===== src/rtl/add_arbiter.sv =====
// Round-robin arbiter feeding a one-deep result register that adds a constant
// offset to the granted operand and keeps the carry-out alongside the sum.
module add_arbiter #(
  parameter int WIDTH   = 8,
  parameter int NUM_REQ = 4,
  parameter int OFFSET  = 5,
  parameter int ID_W    = 2
) (
  input  logic                     clk,
  input  logic                     rst,
  input  logic [NUM_REQ-1:0]       req_valid,
  input  logic [NUM_REQ*WIDTH-1:0] req_data,
  output logic [NUM_REQ-1:0]       req_ready,
  output logic                     res_valid,
  output logic [WIDTH-1:0]         res_data,
  output logic                     res_carry,
  output logic [ID_W-1:0]          res_id,
  input  logic                     res_ready,
  output logic                     busy
);

  typedef enum logic {IDLE = 1'b0, HOLD = 1'b1} state_t;

  localparam logic [ID_W:0]   NUM_REQ_W = (ID_W+1)'(NUM_REQ);
  localparam logic [ID_W-1:0] LAST_IDX  = ID_W'(NUM_REQ - 1);
  localparam logic [WIDTH:0]  OFFSET_W  = (WIDTH+1)'(OFFSET);

  state_t            state_reg, state_next;
  logic [ID_W-1:0]   rr_ptr_reg;
  logic [ID_W-1:0]   gnt_idx;
  logic [ID_W:0]     scan_sum;
  logic [NUM_REQ-1:0] grant;
  logic              found;
  logic              slot_free;
  logic [WIDTH:0]    sum_next;
  logic [WIDTH-1:0]  res_data_reg;
  logic              res_carry_reg;
  logic [ID_W-1:0]   res_id_reg;
  logic              busy_reg;
  logic [WIDTH-1:0]  operand [NUM_REQ];

  generate
    for (genvar gi = 0; gi < NUM_REQ; gi++) begin : g_operand
      assign operand[gi] = req_data[gi*WIDTH +: WIDTH];
    end
  endgenerate

  // Scan upward from rr_ptr with wrap; first valid requester wins.
  always_comb begin
    grant    = '0;
    gnt_idx  = '0;
    found    = 1'b0;
    scan_sum = '0;
    if (slot_free && !rst) begin
      for (int k = 0; k < NUM_REQ; k++) begin
        scan_sum = {1'b0, rr_ptr_reg} + (ID_W+1)'(k);
        if (scan_sum >= NUM_REQ_W) scan_sum = scan_sum - NUM_REQ_W;
        if (!found && req_valid[scan_sum[ID_W-1:0]]) begin
          found                        = 1'b1;
          grant[scan_sum[ID_W-1:0]]    = 1'b1;
          gnt_idx                      = scan_sum[ID_W-1:0];
        end
      end
    end
  end

  assign req_ready = grant;
  assign sum_next  = {1'b0, operand[gnt_idx]} + OFFSET_W;

  always_ff @(posedge clk) begin
    if (rst) begin
      state_reg <= IDLE;
    end else begin
      state_reg <= state_next;
    end
  end

  always_comb begin
    state_next = state_reg;
    case (state_reg)
      IDLE:    if (found) state_next = HOLD;
      HOLD:    if (res_ready && !found) state_next = IDLE;
      default: state_next = IDLE;
    endcase
  end

  always_comb begin
    slot_free = (state_reg == IDLE) || res_ready;
    res_valid = (state_reg == HOLD);
  end

  always_ff @(posedge clk) begin
    if (rst) begin
      rr_ptr_reg    <= '0;
      res_data_reg  <= '0;
      res_carry_reg <= 1'b0;
      res_id_reg    <= '0;
      busy_reg      <= 1'b0;
    end else begin
      busy_reg <= (state_next == HOLD);
      if (found) begin
        res_data_reg  <= sum_next[WIDTH-1:0];
        res_carry_reg <= sum_next[WIDTH];
        res_id_reg    <= gnt_idx;
        rr_ptr_reg    <= (gnt_idx == LAST_IDX) ? '0 : gnt_idx + 1'b1;
      end
    end
  end

  assign res_data  = res_data_reg;
  assign res_carry = res_carry_reg;
  assign res_id    = res_id_reg;
  assign busy      = busy_reg;

endmodule


===== config.mk =====
export PLATFORM = sky130hd
export DESIGN_NAME = add_arbiter
export DESIGN_NICKNAME = d
export VERILOG_FILES = /design/src/rtl/add_arbiter.sv
export SDC_FILE = /design/constraint.sdc
export NUM_CORES = 1
export LEC_CHECK = 0
export CAP_MARGIN = 20
export CORE_MARGIN = 10
export CORE_UTILIZATION = 40
export DETAILED_ROUTE_END_ITERATION = 8
export GPL_TIMING_DRIVEN = 0
export HOLD_SLACK_MARGIN = 0.1
export PLACE_DENSITY_LB_ADDON = 0.25
export SETUP_SLACK_MARGIN = 0.2
export SYNTH_ARGS = -nofsm -noshare
export SYNTH_HDL_FRONTEND = slang
export SYNTH_SLANG_ARGS = --single-unit

===== constraint.sdc =====
create_clock -name clk -period 3.4 [get_ports clk]
set_input_delay 0.68 -clock clk [delete_from_list [all_inputs] [get_ports clk]]
set_output_delay 0.68 -clock clk [all_outputs]
set_load 0.02 [all_outputs]

## Word level (Yosys, flattened, before mapping)

Cells that the tools add are included.

| storage, ports and cells | value |
|---|---|
| register bits after elaboration | 14 |
| bits in latches | 0 |
| bits in writable memories | 0 |
| ROM bits | 0 |
| bits of input ports | 39 |
| output and inout port bits | 17 |
| logic and storage cells | 100 |
| memories | 0 |

| cells by class | value |
|---|---|
| add/sub/neg operators | 9 |
| multipliers | 0 |
| divide/modulo/power cells | 0 |
| $lt $le $gt $ge | 13 |
| equal/unequal tests | 1 |
| shift operators | 0 |
| mux-type cells | 52 |
| bitwise logic cells | 5 |
| reductions and logical operators | 15 |

Operators with widths:

| kind | number |
|---|---|
| $mux 4 | 8 |
| $mux 2 | 14 |
| $mux 1 | 18 |
| $bmux 8 s2 | 1 |
| $mux 8 | 2 |
| $ge 3x3->1 const B | 4 |
| $lt 2x3->1 const B | 4 |
| $or 4x4->4 | 3 |
| $add 8x3->9 const B | 1 |
| $logic_and 1x1->1 | 9 |
| $bmux 1 s2 | 4 |
| $demux 1 s2 | 4 |
| $ge 2x1->1 const B | 4 |
| $sub 2x1->2 const B | 4 |
| $add 2x2->3 const B | 2 |
| $logic_not 1->1 | 5 |
| $add 2x1->3 const B | 1 |
| $ge 2x3->1 const B | 1 |
| $not 2->3 | 1 |
| $add 2x1->2 const B | 1 |
| $eq 2x2->1 const B | 1 |
| $pmux 1 s2 | 1 |
| $logic_or 1x1->1 | 1 |
| $not 1->1 | 1 |

## Depth between registers and ports, before layout

Gate-level depths: netlist of run 1.

| depth | value |
|---|---|
| word-level depth | 25 |
| mapped depth | 15 |
| mapped depth without buffers | 13 |

## Least setup slack after synthesis of run 1

Ideal clock, no wire load.

| timing | value |
|---|---|
| path type | register to register |
| start point | reg rr_ptr_reg[0] |
| end point | reg res_data_reg[6] (netlist: res_data[6]) |
| library setup time | 128 ps |
| arrival time | 3373 ps |
| data required time | 3272 ps |
| slack | -101 ps |
| stages on the path, launching flop included | 16 |
| path buffers | 2 |
| clock period less this slack | 3501 ps |
| path through | dfxtp_1 buf_6 inv_1 ha_1 or3b_1 a211o_1 a21o_1 a21o_2 buf_2 and2_1 a211oi_1 a31oi_1 ha_1 o221a_2 xnor2_1 o21ai_1 |

| between the ends | value |
|---|---|
| cells in the longest elaborated chain, start to end | 24 |
| elaborated cells between the ends (all ways) | 51 |
| classes of those cells | add/sub (8); order compare (4); mux (32); bitwise (1); reduce/logical (6) |

Ends and longest elaborated chain:

| what | RTL line | RTL |
|---|---|---|
| start: declaration | 29 | `logic [ID_W-1:0] rr_ptr_reg;` |
| start signal: assignment | 105 | `rr_ptr_reg <= (gnt_idx == LAST_IDX) ? '0 : gnt_idx + 1'b1;` |
| $ge 2x3->1 / $sub 2x1->2 (equally long branches) | 57 | `if (scan_sum >= NUM_REQ_W) scan_sum = scan_sum - NUM_REQ_W;` |
| $mux 2 | 57 |  |
| $mux 2 | 54 | `if (slot_free && !rst) begin` |
| $bmux 1 s2 | 58 | `if (!found && req_valid[scan_sum[ID_W-1:0]]) begin` |
| $mux 1 (not written as such) | 58 |  |
| $mux 1 | 58 |  |
| $mux 1 | 54 |  |
| $logic_not 1->1 | 58 |  |
| [... 7 more ...] | n/a |  |
| $logic_not 1->1 | 58 |  |
| $logic_and 1x1->1 | 58 |  |
| $mux 2 | 58 |  |
| $mux 2 | 54 |  |
| $not 2->3 (not written as such) | 68 | `assign sum_next = {1'b0, operand[gnt_idx]} + OFFSET_W;` |
| $bmux 8 s2 | 68 |  |
| $mux 8 (not written as such) (2 in series) | 68 |  |
| $add 8x3->9 | 68 |  |
| end signal: assignment | 102 | `res_data_reg <= sum_next[WIDTH-1:0];` |
| end: declaration | 36 | `logic [WIDTH-1:0] res_data_reg;` |

Parallel ways exist; a longest one is shown, timed or not. The select of a mux whose other input is x is not followed.
A chain may end at the register's enable or synchronous reset.

## Worst setup path after layout of run 1

Ends and elaborated chain as after synthesis.

==> reports/metrics.csv, run 1 <==
stage;metric;value;unit
sta;Final setup viols;0;
setup_path;reg2reg path depth;14;
floorplan;Site Rows;21;
setup_path;max incr delay on CP;0.36;ns
synthesis;count of unique library cells instantiated by Yosys;51;
placed_design;global placer's final weighted congestion;0.834;
synthesis;top post-synthesis cells by count;15 x nand2_1, 14 x dfxtp_1, 14 x nor2_1;
routing;# DRC;0;
setup_path;CP Data Arrival Time;3.39;ns
finish;synth-to-layout area growth;58.3;%
synthesis;Synth async-reset ratio;0;%
cts;CTS clk-pin slew, worst paths;0.09;ns
floorplan;Die ar.;6450;um2
sta;Setup Skew;0.00745;ns
finish;Post-Layout Cell Count;289;
synthesis;Post-synth EDFFs;0;
status;status;finished, final reports clean;
synthesis;#FFs+latches synth;14;
global_routing;vias in the first global route;1524;
cts;cts bufs inserted;3;
sta;Worst-Margin Slew;0.496;ns
synthesis;most common cell in the synthesized netlist;nand2_1;
finish;Layout Cell Area excl Fill;2310;um2
routing;drt initial violations;88;
setup_path;Crit Reg-Reg Endpoint;res_data[6];
job;maxcap violations;0;
finish;Largest register FFs;8;
global_routing;pin count of the biggest net entering global routing;11;
setup_path;crit start category;register;
global_routing;global-route wire length before repair;7110;um
floorplan;Ports;56;
hold_path;Hold EP;res_id[0];
pwr;PD cells;373;nW/um2
sta;highest attainable clock frequency;310;MHz
setup_path;internal reg-to-reg setup slack;0.17;ns
routing;Vias per Instance;5.39;
sta;final hold violation count;0;
cts;H-Tree Depth;1;
cts;Clock Latency Late Sink;0.28;ns
finish;share of cells above drive strength 1;28.4;%
cts;CTS Buffer Depth;2;
floorplan;Die X-Extent;80.3;um
cts;TritonCTS clock tree;built;
synthesis;Yosys top cell by area;dfxtp_1;
synthesis;register area share after synthesis;19.2;%
placed_design;DP Wirelength;3380;um
setup_path;worst path bufs/invs;2;
setup_path;highest-delay cell along the critical path;dfxtp_4;
synthesis;post-synth top area share;19.2;%
sta;Slew HR;66.6;%
pwr;Seq pwr share;24.7;%
synthesis;Post-Syn Instances;172;
sta;minimum clock period;3.23;ns
placed_design;Port Buffer Count;53;
pwr;Max VDD drop;0.139;mV
synthesis;Synth Flop Type;dfxtp_1;
floorplan;height of the die;80.3;um
hold_path;Hold Startpoint;res_id[0];
sta;Final WS setup;0.169;ns
placed_design;Placed Area;2090;um2
routing;ANT nets after route;0;
setup_path;WP data required;3.56;ns
sta;final hold slack;0.450;ns
hold_path;worst hold path stage count;2;
routing;vias after detailed routing;1558;
setup_path;worst-path maximum fanout;7;
pwr;sw frac;38.3;%
setup_path;critical path endpoint category;register;
routing;DRT Pass-1 Iters;4;
global_routing;grt ovf;0;
synthesis;mapped cell area;1460;um2
sta;Period Utilization, post-route;95.0;%
hold_path;Hold Crit Class;reg -> reg;
synthesis;yosys warns;0;
global_routing;gr usage total;13.2;%
pwr;Pint;0.000530;W
sta;unrepaired setup endpoints after global routing;true;
pwr;proportion of power drawn by combinational gates;61.3;%
routing;mean routed wirelength per cell;15.1;um
finish;final antenna diode count;0;
synthesis;syn_area_per_cell;8.47;um2
pwr;Psw;0.000329;W
synthesis;syn nets;220;
placed_design;Post-Place Setup Slack;-0.403;ns
sta;Slew Limit Fails;0;
setup_path;FF-to-FF Start;rr_ptr_reg[0];
global_routing;initial antenna violation count;0;
cts;CTS sink cnt;14;
floorplan;Initial Util;42.6;%
synthesis;Synth area leaders;dfxtp_1 19%, mux2i_1 8.9%, ha_1 7.7%;
setup_path;WS Path Type;reg -> reg;
setup_path;CP Cell Sequence;buf_8 -> clkinvlp_4 -> ha_4 -> or3b_1 -> a211o_1 -> a21o_1 -> a21o_4 -> and2_0 -> a211oi_2 -> a31oi_4 -> ha_2 -> o221a_4 -> xnor2_2 -> o21ai_1;
routing;total wire length;4370;um
floorplan;CORE AREA;3420;um2
pwr;clock group share of total power;14.0;%
finish;# fillers;279;
pwr;Lkg Pwr;0.954;nW
cts;Root Buffer;clkbuf_4;
placed_design;Inst Count DP;271;
setup_path;delay-heaviest family, CP;compound AO/OA/AOI/OAI gates;
finish;# nets final;292;
-- stage by stage --
step           power [W]  utilization, %  setup TNS (ns)
5_1_grt         0.000916            67.5               0
4_1_cts         0.000822            65.2               0
3_3_place_gp    0.000672            61.1           -2.60
6_report        0.000859            67.5               0
2_1_floorplan   0.000511               -               0
3_5_place_dp    0.000677            61.1           -2.84
-- logic make-up after synthesis --
family / Yosys count / synth area share (%)
buffers and inverters: 16 / 7.22
flip-flops: 14 / 19.2
adder cells (fa/ha/maj): 9 / 7.73
AND/OR/NAND/NOR: 57 / 20.1
XOR/XNOR: 6 / 3.61
multiplexers: 23 / 19.6
AO/OA/AOI/OAI: 47 / 22.5
-- power groups by stage --
stage / logic [W] / clock network (W) / registers [W]
final: 0.000527 / 0.000120 / 0.000212
after global routing: 0.000574 / 0.000125 / 0.000216
after CTS: 0.000490 / 0.000117 / 0.000215
after detailed placement: 0.000459 / 0 / 0.000218
after global placement: 0.000455 / 0 / 0.000218
after floorplan: 0.000264 / 0 / 0.000247
-- final cells by class --
class                   count  area (um2)  area share, %
clock buffers               4        36.3           1.57
plain buffers              11         100           4.34
repair buffers             67         618           26.8
multi-input cells         142        1180           51.2
inverters                   5        26.3           1.14
flip-flops and latches     14         288           12.5
well taps                  46        57.6           2.50
-- what timing repair did --
item / in CTS / in global routing
hold buffers: 0 / 0
endpoints found under the setup margin: 10 / 8
endpoints found under the hold margin: 0 / 0
resized for setup: 24 / 14
pin swaps: 5 / 8
buffers inserted: 8 / 6
-- worst max-delay path by stage --
stage,from,end,slack [ns],depth (start not counted)
after floorplan,rr_ptr_reg[0],res_data[6],0.22,15
after global placement,req_valid[2],res_data[6],-0.36,12
after detailed placement,req_valid[3],res_data[6],-0.40,12
after CTS,rr_ptr_reg[0],res_data[6],0.21,15
after global routing,rr_ptr_reg[0],res_data[6],0.05,14
final,rr_ptr_reg[0],res_data[6],0.17,14
-- cells in the final DEF (no fill, tap or decap), types with 4 or more instances in the layout --
master            n
buf_4            16
a21oi_1          11
mux2i_1          13
nor2_1           14
a22oi_1           4
o21ai_1           6
clkdlybuf4s50_1  47
ha_1              7
mux2_2            5
buf_2             4
buf_6             4
nand2_1          14
nand3_1          12
dfxtp_1          12
-- worst register-to-register path, delay by kind of cell (launching register included) --
family                   cells  cell delay (ns)
buffers and inverters        2             0.21
AO/OA/AOI/OAI                7             1.41
XOR/XNOR                     1             0.12
AND/OR/NAND/NOR              2             0.52
adder cells (fa/ha/maj)      2             0.50
flip-flops                   1             0.36
-- routing by layer --
metal  GRT usage [%]  share of wire [%]  routed length (um)
met1            16.2                 43                1860
met2            21.3                 48                2110
met3            3.90                7.7                 337
met4            4.05                1.4                  61
met5               0                  0                   0
(Power assumes the default switching activity.)
==> inputs of run 2 (changes only) <==
- CTS_CLUSTER_DIAMETER: not set -> 200
- PLACE_DENSITY_LB_ADDON: 0.25 -> 0.15
==> run 2 against run 1 <==
Sequential cell count unchanged. Critical endpoint unchanged. Critical path depth fell by 2. Global-route usage increased by 0.39 points. Worst setup slack worse by 0.018 ns. Largest cell class unchanged. Design area fell by 1.1%. First-iteration DRC count increased by 16%. Final cell count up 0.69%. Wire length is 6.9% higher. Clock power barely moved. Power is 0.44% higher. Combinational power is 0.8% higher. Via count increased by 1.5%.
==> reports/metrics.csv, run 2 (synthesis gave the netlist of run 1 again) <==
stage;metric;value;unit;change
setup_path;crit start category;primary input;;was register
setup_path;crit-path most repeated cell;buf_6;;
sta;Period Utilization, post-route;95.5;%;was 95.0%
global_routing;pin count of the biggest net entering global routing;11;;unchanged
setup_path;CP Cell Sequence;dlygate4sd2_1 -> mux4_2 -> buf_6 -> o311ai_2 -> a21oi_2 -> buf_6 -> a211oi_1 -> a31oi_2 -> ha_2 -> o221a_4 -> xnor2_2 -> o21ai_1;;was buf_8 -> clkinvlp_4 -> ha_4 -> or3b_1 -> a211o_1 -> a21o_1 -> a21o_4 -> and2_0 -> a211oi_2 -> a31oi_4 -> ha_2 -> o221a_4 -> xnor2_2 -> o21ai_1
finish;share of cells above drive strength 1;28.2;%;was 28.4%
routing;M1 wire length;2070;um;was 1860 um
setup_path;highest-delay cell along the critical path;mux4_2;;was dfxtp_4
setup_path;CP Data Arrival Time;3.42;ns;was 3.39 ns
finish;# fillers;313;;was 279
finish;Layout Cell Area excl Fill;2280;um2;was 2310 um2
routing;wire length on met3;239;um;was 337 um
status;status;finished, final reports clean;;unchanged
setup_path;Setup crit start;req_valid[3];;was rr_ptr_reg[0]
cts;H-Tree Depth;1;;unchanged
finish;commonest non-fill, non-tap cell in the layout;clkdlybuf4s50_1;;unchanged
placed_design;Placed Area;2090;um2;unchanged
floorplan;Die ar.;6450;um2;unchanged
finish;Final Core Density;66.8;%;was 67.5%
routing;mean routed wirelength per cell;16.1;um;was 15.1 um
global_routing;global-route wire length before repair;7350;um;was 7110 um
setup_path;WS Path Type;in -> reg;;was reg -> reg
job;maxcap violations;0;;unchanged
pwr;Pint;0.000535;W;was 0.000530 W
sta;final hold violation count;0;;unchanged
sta;unrepaired setup endpoints after global routing;true;;unchanged
routing;DRT Pass-1 Iters;5;;was 4
cts;Clock Latency Late Sink;0.28;ns;about the same
cts;CTS sink cnt;14;;unchanged
floorplan;Site Rows;21;;unchanged
setup_path;max incr delay on CP;0.50;ns;was 0.36 ns
routing;top sig layer;met4;;unchanged
finish;most frequent cells in the layout;47 x clkdlybuf4s50_1, 19 x buf_4, 14 x nor2_1, 14 x nand2_1, 13 x mux2i_1;;was 47 x clkdlybuf4s50_1, 16 x buf_4, 14 x nor2_1, 14 x nand2_1, 13 x mux2i_1
pwr;clock group share of total power;13.7;%;was 14.0%
sta;minimum clock period;3.25;ns;was 3.23 ns
placed_design;global placer's final weighted congestion;0.903;;was 0.834
cts;Hold Buf Count CTS;0;;unchanged
pwr;Lkg Pwr;0.959;nW;was 0.954 nW
sta;Worst-Margin Slew;0.489;ns;was 0.496 ns
placed_design;Port Buffer Count;53;;unchanged
floorplan;Ports;56;;unchanged
hold_path;Hold Crit Class;reg -> reg;;unchanged
sta;Setup Skew;0.00567;ns;was 0.00745 ns
routing;drt initial violations;102;;was 88
global_routing;grt ovf;0;;unchanged
routing;total wire length;4680;um;was 4370 um
finish;final antenna diode count;0;;unchanged
floorplan;CORE AREA;3420;um2;unchanged
routing;ANT nets after route;0;;unchanged
sta;Slew Limit Fails;0;;unchanged
pwr;sw frac;38.0;%;was 38.3%
floorplan;Die X-Extent;80.3;um;unchanged
setup_path;critical path endpoint category;register;;unchanged
cts;CTS clk-pin slew, worst paths;0.08;ns;was 0.09 ns
routing;# DRC;0;;unchanged
global_routing;vias in the first global route;1578;;was 1524
routing;vias after detailed routing;1582;;was 1558
setup_path;WP data required;3.57;ns;was 3.56 ns
setup_path;FF-to-FF Start;rr_ptr_reg[0];;unchanged
placed_design;DP Wirelength;3680;um;was 3380 um
sta;Slew HR;67.1;%;was 66.6%
floorplan;height of the die;80.3;um;unchanged
cts;TritonCTS clock tree;built;;unchanged
pwr;Seq pwr share;24.8;%;was 24.7%
finish;Largest register FFs;8;;unchanged
routing;DR WL met2;2310;um;was 2110 um
cts;cts bufs inserted;3;;unchanged
sta;highest attainable clock frequency;308;MHz;was 310 MHz
global_routing;gr usage total;13.5;%;was 13.2%
pwr;Max VDD drop;0.165;mV;was 0.139 mV
pwr;proportion of power drawn by combinational gates;61.5;%;was 61.3%
finish;# nets final;294;;was 292
hold_path;Hold Startpoint;res_data[6];;was res_id[0]
routing;Vias per Instance;5.44;;was 5.39
cts;CTS Buffer Depth;2;;unchanged
setup_path;worst-path maximum fanout;10;;was 7
global_routing;initial antenna violation count;0;;unchanged
floorplan;Initial Util;42.6;%;unchanged
finish;synth-to-layout area growth;56.6;%;was 58.3%
cts;Root Buffer;clkbuf_4;;unchanged
pwr;Psw;0.000328;W;was 0.000329 W
sta;Final setup viols;0;;unchanged
pwr;PD cells;378;nW/um2;was 373 nW/um2
run 2: cell count changes in the layout (fill, tap and decap cells not counted), sizes merged:
| cell | delta |
|---|---|
| buf | +3 |
| clkbuf | -1 |
run 2: power by group through the flow:
stage | logic (W) | registers [W] | clock network [W]
2_1_floorplan | 0.000264 | 0.000247 | 0
6_report | 0.000531 | 0.000214 | 0.000118
5_1_grt | 0.000573 | 0.000216 | 0.000127
4_1_cts | 0.000490 | 0.000216 | 0.000119
3_3_place_gp | 0.000452 | 0.000216 | 0
3_5_place_dp | 0.000463 | 0.000219 | 0
run 2: worst paths after layout:
path	to	slack, ns	depth (start not counted)
max reg2reg	res_data[6]	0.17	14
max	res_data[6]	0.15	12
min reg2reg	res_data[6]	0.46	2
min	res_data[6]	0.46	2
run 2: repair_timing:
action	4_1_cts	5_1_grt
setup buffers	7	9
pin swaps	3	4
resized for setup	24	11
setup endpoints to repair	9	8
run 2: cell type report:
type                    count  area [um2]  area share (%)
inverters                   5        26.3            1.15
multi-input cells         142        1140            50.0
plain buffers              11        96.3            4.22
repair buffers             69         636            27.9
flip-flops and latches     14         288            12.6
clock buffers               4        36.3            1.59
well taps                  46        57.6            2.52
run 2: worst max-delay path, delay by kind of cell:
family | cells | cell delay [ns]
AO/OA/AOI/OAI | 6 | 1.25
XOR/XNOR | 1 | 0.13
adder cells (fa/ha/maj) | 1 | 0.22
buffers and inverters | 3 | 0.64
multiplexers | 1 | 0.50
run 2: through the flow:
step / TNS [ns] / std cells / setup slack (ns) / hold WS [ns] / power, W
global route: 0 / 291 / 0.00802 / 0.478 / 0.000916
detailed placement: -3.07 / 271 / -0.411 / 0.448 / 0.000682
finish: 0 / 291 / 0.152 / 0.458 / 0.000863
global placement: -2.44 / 271 / -0.339 / 0.432 / 0.000668
CTS: 0 / 282 / 0.202 / 0.462 / 0.000826
floorplan: 0 / 172 / 0.216 / 0.519 / 0.000511
run 2: routing by layer:
metal	track usage (%)	up-vias
met3	3.01	8
met4	3.87	0
li1	-	787
met5	0	-
met2	23.5	49
met1	16.2	738
